`config.mk`:
```
export PLATFORM = sky130hd
export DESIGN_NAME = operand_fwd_unit
export DESIGN_NICKNAME = d
export VERILOG_FILES = /design/src/rtl/operand_fwd_unit.sv
export SDC_FILE = /design/constraint.sdc
export NUM_CORES = 1
export LEC_CHECK = 0
export CORE_MARGIN = 2
export CORE_UTILIZATION = 51
export CTS_BUF_LIST = sky130_fd_sc_hd__clkbuf_8 sky130_fd_sc_hd__clkbuf_16
export DETAILED_ROUTE_END_ITERATION = 7
export GPL_TIMING_DRIVEN = 0
export PLACE_DENSITY_LB_ADDON = 0.25
export SLEW_MARGIN = 10
export SYNTH_ARGS = -nofsm -noshare
export SYNTH_HDL_FRONTEND = slang
export SYNTH_SLANG_ARGS = --single-unit
```
`constraint.sdc`:
```
create_clock -name Clk -period 2.85 [get_ports Clk]
set_clock_uncertainty 0.1 [all_clocks]
set_input_delay 0.285 -clock Clk [delete_from_list [all_inputs] [get_ports Clk]]
set_output_delay 0.285 -clock Clk [all_outputs]
set_load 0.05 [all_outputs]
```
`src/rtl/operand_fwd_unit.sv`:
```
// ---------------------------------------------------------------------------
// operand_fwd_unit
//
// Operand forwarding controller for the 4-stage 8-bit pipeline (IF/ID/EX/WB).
// It keeps the last two register writes that are still in flight:
//   E0 - youngest entry, the instruction now in WB
//   E1 - older entry, written back last cycle
// It drives the select and B-side data of the two EX-input operand muxes.
//
// Ports:
//   Clk       in  1  rising-edge clock
//   Reset     in  1  asynchronous, active-high reset
//   Stall     in  1  pipeline hold; freezes E0, E1 and FwdCount
//   Flush     in  1  kill the EX instruction; its write is not captured
//   ExValid   in  1  EX stage holds a real instruction
//   ExWen     in  1  EX instruction writes a register
//   ExRd      in  3  EX destination register
//   ExResult  in  8  EX ALU result
//   SrcA      in  3  ID-stage source register, operand A
//   SrcB      in  3  ID-stage source register, operand B
//   SelA      out 1  operand-A mux select (1 = use FwdA)
//   SelB      out 1  operand-B mux select (1 = use FwdB)
//   FwdA      out 8  forwarded data for operand A
//   FwdB      out 8  forwarded data for operand B
//   FwdCount  out 8  saturating count of cycles with SelA or SelB set
// ---------------------------------------------------------------------------
module operand_fwd_unit (
    input  logic       Clk,
    input  logic       Reset,
    input  logic       Stall,
    input  logic       Flush,
    input  logic       ExValid,
    input  logic       ExWen,
    input  logic [2:0] ExRd,
    input  logic [7:0] ExResult,
    input  logic [2:0] SrcA,
    input  logic [2:0] SrcB,
    output logic       SelA,
    output logic       SelB,
    output logic [7:0] FwdA,
    output logic [7:0] FwdB,
    output logic [7:0] FwdCount
);

    typedef struct packed {
        logic       v;
        logic [2:0] rd;
        logic [7:0] data;
    } entry_t;

    entry_t     e0_q, e0_d;
    entry_t     e1_q, e1_d;
    logic [7:0] cnt_q, cnt_d;

    logic hit_a0, hit_a1, hit_b0, hit_b1;

    // Hit detection: purely combinational on source registers and state.
    always_comb begin
        hit_a0 = e0_q.v && (e0_q.rd == SrcA);
        hit_a1 = e1_q.v && (e1_q.rd == SrcA);
        hit_b0 = e0_q.v && (e0_q.rd == SrcB);
        hit_b1 = e1_q.v && (e1_q.rd == SrcB);
    end

    // Youngest entry wins when both match.
    always_comb begin
        SelA = hit_a0 | hit_a1;
        SelB = hit_b0 | hit_b1;
        FwdA = '0;
        FwdB = '0;
        if (hit_a0) begin
            FwdA = e0_q.data;
        end else if (hit_a1) begin
            FwdA = e1_q.data;
        end
        if (hit_b0) begin
            FwdB = e0_q.data;
        end else if (hit_b1) begin
            FwdB = e1_q.data;
        end
    end

    // Next-state: rd/data are captured even for invalid or flushed
    // instructions; only the valid bit is qualified.
    always_comb begin
        e0_d  = e0_q;
        e1_d  = e1_q;
        cnt_d = cnt_q;
        if (!Stall) begin
            e1_d.v    = e0_q.v;
            e1_d.rd   = e0_q.rd;
            e1_d.data = e0_q.data;
            e0_d.v    = ExValid & ExWen & ~Flush;
            e0_d.rd   = ExRd;
            e0_d.data = ExResult;
            if ((SelA || SelB) && (cnt_q != 8'hFF)) begin
                cnt_d = cnt_q + 8'd1;
            end
        end
    end

    always_ff @(posedge Clk or posedge Reset) begin
        if (Reset) begin
            e0_q  <= '0;
            e1_q  <= '0;
            cnt_q <= '0;
        end else begin
            e0_q  <= e0_d;
            e1_q  <= e1_d;
            cnt_q <= cnt_d;
        end
    end

    assign FwdCount = cnt_q;

endmodule

```
==> metrics.md <==
| Metric | Value |
|---|---|
| Final setup TNS | 0 ns |
| DRT Pass-1 Iters | 4 |
| Resized Gates After CTS | 14 |
| Power Total | 1260 uW |
| Largest net degree at the start of global routing | 33 |
| WP data arrival | 2.25 ns |
| Number of library cell types mapped by synthesis | 24 |
| Detailed-route wire length per cell | 14.8 um |
| DRC errors left | 0 |
| Htree depth | 2 |
| Fin crit share | 0.923 |
| IO buf count | 47 |
| Post-synthesis sequential area ratio | 0.467 |
| Vias per cell | 5.19 |
| VDD IR max | 313 uV |
| Core Region | 3280 sq um |
| Area growth, synth to finish | 34.9% |
| Nets | 228 |
| Diode count | 0 |
| Fill cell count | 269 |
| Cts hold-fix bufs | 0 |
| Initial Util | 0.522 |
| WP data required | 2.47 ns |
| Final non-filler cell area | 2310 sq um |
| Clk pin slew, worst setup/hold paths | 0.07 ns |
| Ranking of synthesized cells by area | dfrtp_1 (47%), mux2_2 (15%), xnor2_1 (9.7%), mux2i_1 (9.3%), nor2_1 (4.2%) |
| Max cap viols | 0 |
| Status | completed |
| Yosys reg bits | 32 |
| Cell taking the most area after synthesis | dfrtp_1 |
| Final hold vios | 0 |
| Die area | 3840 sq um |
| CTS tree | done |
| CP dominant cell by count | buf_6 |
| Max Fclk | 0.380 GHz |
| Placement Cell Area | 2240 sq um |
| Gr usage total | 0.231 |
| Routed WL | 3690 um |
| Share of cells above drive strength 1 | 0.191 |
| Max Transition Viols Final | 0 |
| 1st-iter DRT viols | 89 |
| Dpl hpwl | 2650 um |
| Worst Setup End Kind | output port |
| Critical setup path kind | input port to output port |
| Worst-Margin Slew | 0.653 ns |
| Inst Count DP | 243 |
| Syn_area_per_cell | 11.4 sq um |
| Initial antenna violation count | 0 |
| Grt ovf | 0 |
| Die H | 62.0 um |
| Setup Buffers After CTS | 0 |
| CTS Buffer Depth | 2 |
| Slew HR | 0.564 |
| Power Dens Cells | 544 nW/um^2 |
| Worst-path maximum fanout | 10 |
| Static Leak | 0.00116 uW |
| First-pass GRT wire length | 6160 um |
| Die X | 62.0 um |
| Row cnt | 21 |
| Startpoint type of the worst setup path | input port |
| Via count | 1,297 |
| Crit-path cells | clkdlybuf4s50_1 > xnor2_1 > nand4_1 > buf_6 > and2_1 > buf_6 > nor2_1 > dlygate4sd2_1 |
| Finished Layout Cells | 250 |
| Synthesized area | 1710 sq um |
| Slowest CP cell | dlygate4sd2_1 |
| Tmin final | 2.63 ns |
| Num CTS Buffers | 5 |
| Vias in the first global route | 1,301 |
| RSZ-0062 raised after global routing | no |
| CTS sink cnt | 32 |
| Area share of the largest cell type after synthesis | 0.467 |
| Clk Latency, worst-skew pair | 0.29 ns |
| Finish-stage setup viols | 0 |
| Synth Warn # | 0 |
| Post-route ant nets | 0 |
| Clock root cell | clkbuf_8 |
| # IOs | 49 |
| Hold Path Class | input port to async pin |
| Final Wtd Congestion | 0.804 |
| Crit path largest cell delay | 0.54 ns |
| Cells after synthesis | 150 |
| Syn Nets | 174 |
==> cell usage after synthesis <==
cell	count
a21o_1	1
nand4_1	4
and2_4	1
buf_6	4
mux2_4	1
o21ai_1	6
mux2i_1	16
mux2_2	23
inv_2	2
nand3b_1	1
o31ai_2	1
nor2_1	19
o21ai_0	1
inv_1	4
dfrtp_1	32
buf_1	1
nor4_1	1
nand3_1	4
ha_1	1
and2_1	1
nand2_1	3
nor3_1	2
clkbuf_1	2
xnor2_1	19
==> cell type report <==
type	count	area [sq um]	area share
Multi-Input combinational cell	105	835	0.361
Sequential cell	32	801	0.346
Timing Repair Buffer	47	463	0.200
Clock buffer	5	68.8	0.0298
Tap cell	46	57.6	0.0249
Buffer	7	56.3	0.0244
Inverter	6	22.5	0.00974
Clock inverter	2	8.76	0.00379
==> power breakdown <==
group          switching [uW]  total (uW)  internal, uW
Sequential               64.0         579           515
Clock                     165         328           162
Combinational             186         353           167
Total                     416        1260           843
==> worst max-delay path, delay by kind of cell <==
kind	cells	cell delay, ns
xor gates and xnor gates	1	0.15
buffers and inverters	4	1.39
and+or+nand+nor	3	0.42
==> final timing paths <==
path,from,to,cells after the start,slack [ns]
max,SrcB[1],FwdB[4],8,0.22
min,Reset,FwdCount[2],2,0.31
max reg2reg,e0_q[9],FwdCount[1],7,0.90
min reg2reg,FwdCount[7],FwdCount[7],1,0.40
max in group asynchronous,Reset,e1_q[11],2,1.91
min in group Clk,FwdCount[7],FwdCount[7],1,0.40
==> per-layer routing <==
| layer | wire length [um] | GRT usage |
|---|---|---|
| met2 | 1950 | 0.396 |
| met1 | 1510 | 0.263 |
| met4 | 49 | 0.0912 |
| met5 | 0 | 0 |
| met3 | 186 | 0.0828 |
==> state kept, by name, summed over array words and instances, names as in the netlist <==
| signal | count |
|---|---|
| FwdCount | 8 |
| e1_q | 12 |
| e0_q | 12 |
==> through the flow <==
step | util | hold slack [ns] | setup slack [ns]
2_1_floorplan | - | 0.301 | 0.714
3_3_place_gp | 0.683 | 0.382 | 0.00373
3_5_place_dp | 0.683 | 0.390 | -0.0654
4_1_cts | 0.701 | 0.400 | 0.00203
5_1_grt | 0.704 | 0.369 | 0.110
6_report | 0.704 | 0.309 | 0.220
==> cell usage in the layout, fill, tap and decap left out <==
master,count
o21ai_1,6
nand3_1,4
mux2i_1,16
buf_1,1
o21ai_0,1
dlymetal6s2s_1,4
nor4_1,1
mux2_2,23
nand2_1,3
nor3_1,2
xnor2_1,19
buf_6,4
clkbuf_8,5
a21o_1,1
dfrtp_1,32
and2_4,1
nor2_1,19
and2_1,1
nand4_1,4
nand3b_1,1
ha_1,1
inv_1,4
o31ai_2,1
inv_2,3
clkdlybuf4s50_1,29
dlygate4sd2_1,14
mux2_4,1
clkbuf_1,2
clkinv_2,1
==> kinds of logic (layout without fill, tap and decap cells) <==
group | count (synthesis) | count (layout) | synth area share
AO/OA/AOI/OAI | 9 | 9 | 0.0321
XOR/XNOR | 19 | 19 | 0.0971
adder cells (fa/ha/maj) | 1 | 1 | 0.00730
buffers and inverters | 13 | 67 | 0.0460
flip-flops | 32 | 32 | 0.467
multiplexers | 40 | 40 | 0.253
AND/OR/NAND/NOR | 36 | 36 | 0.0971
Power figures use the tool's default switching activity.
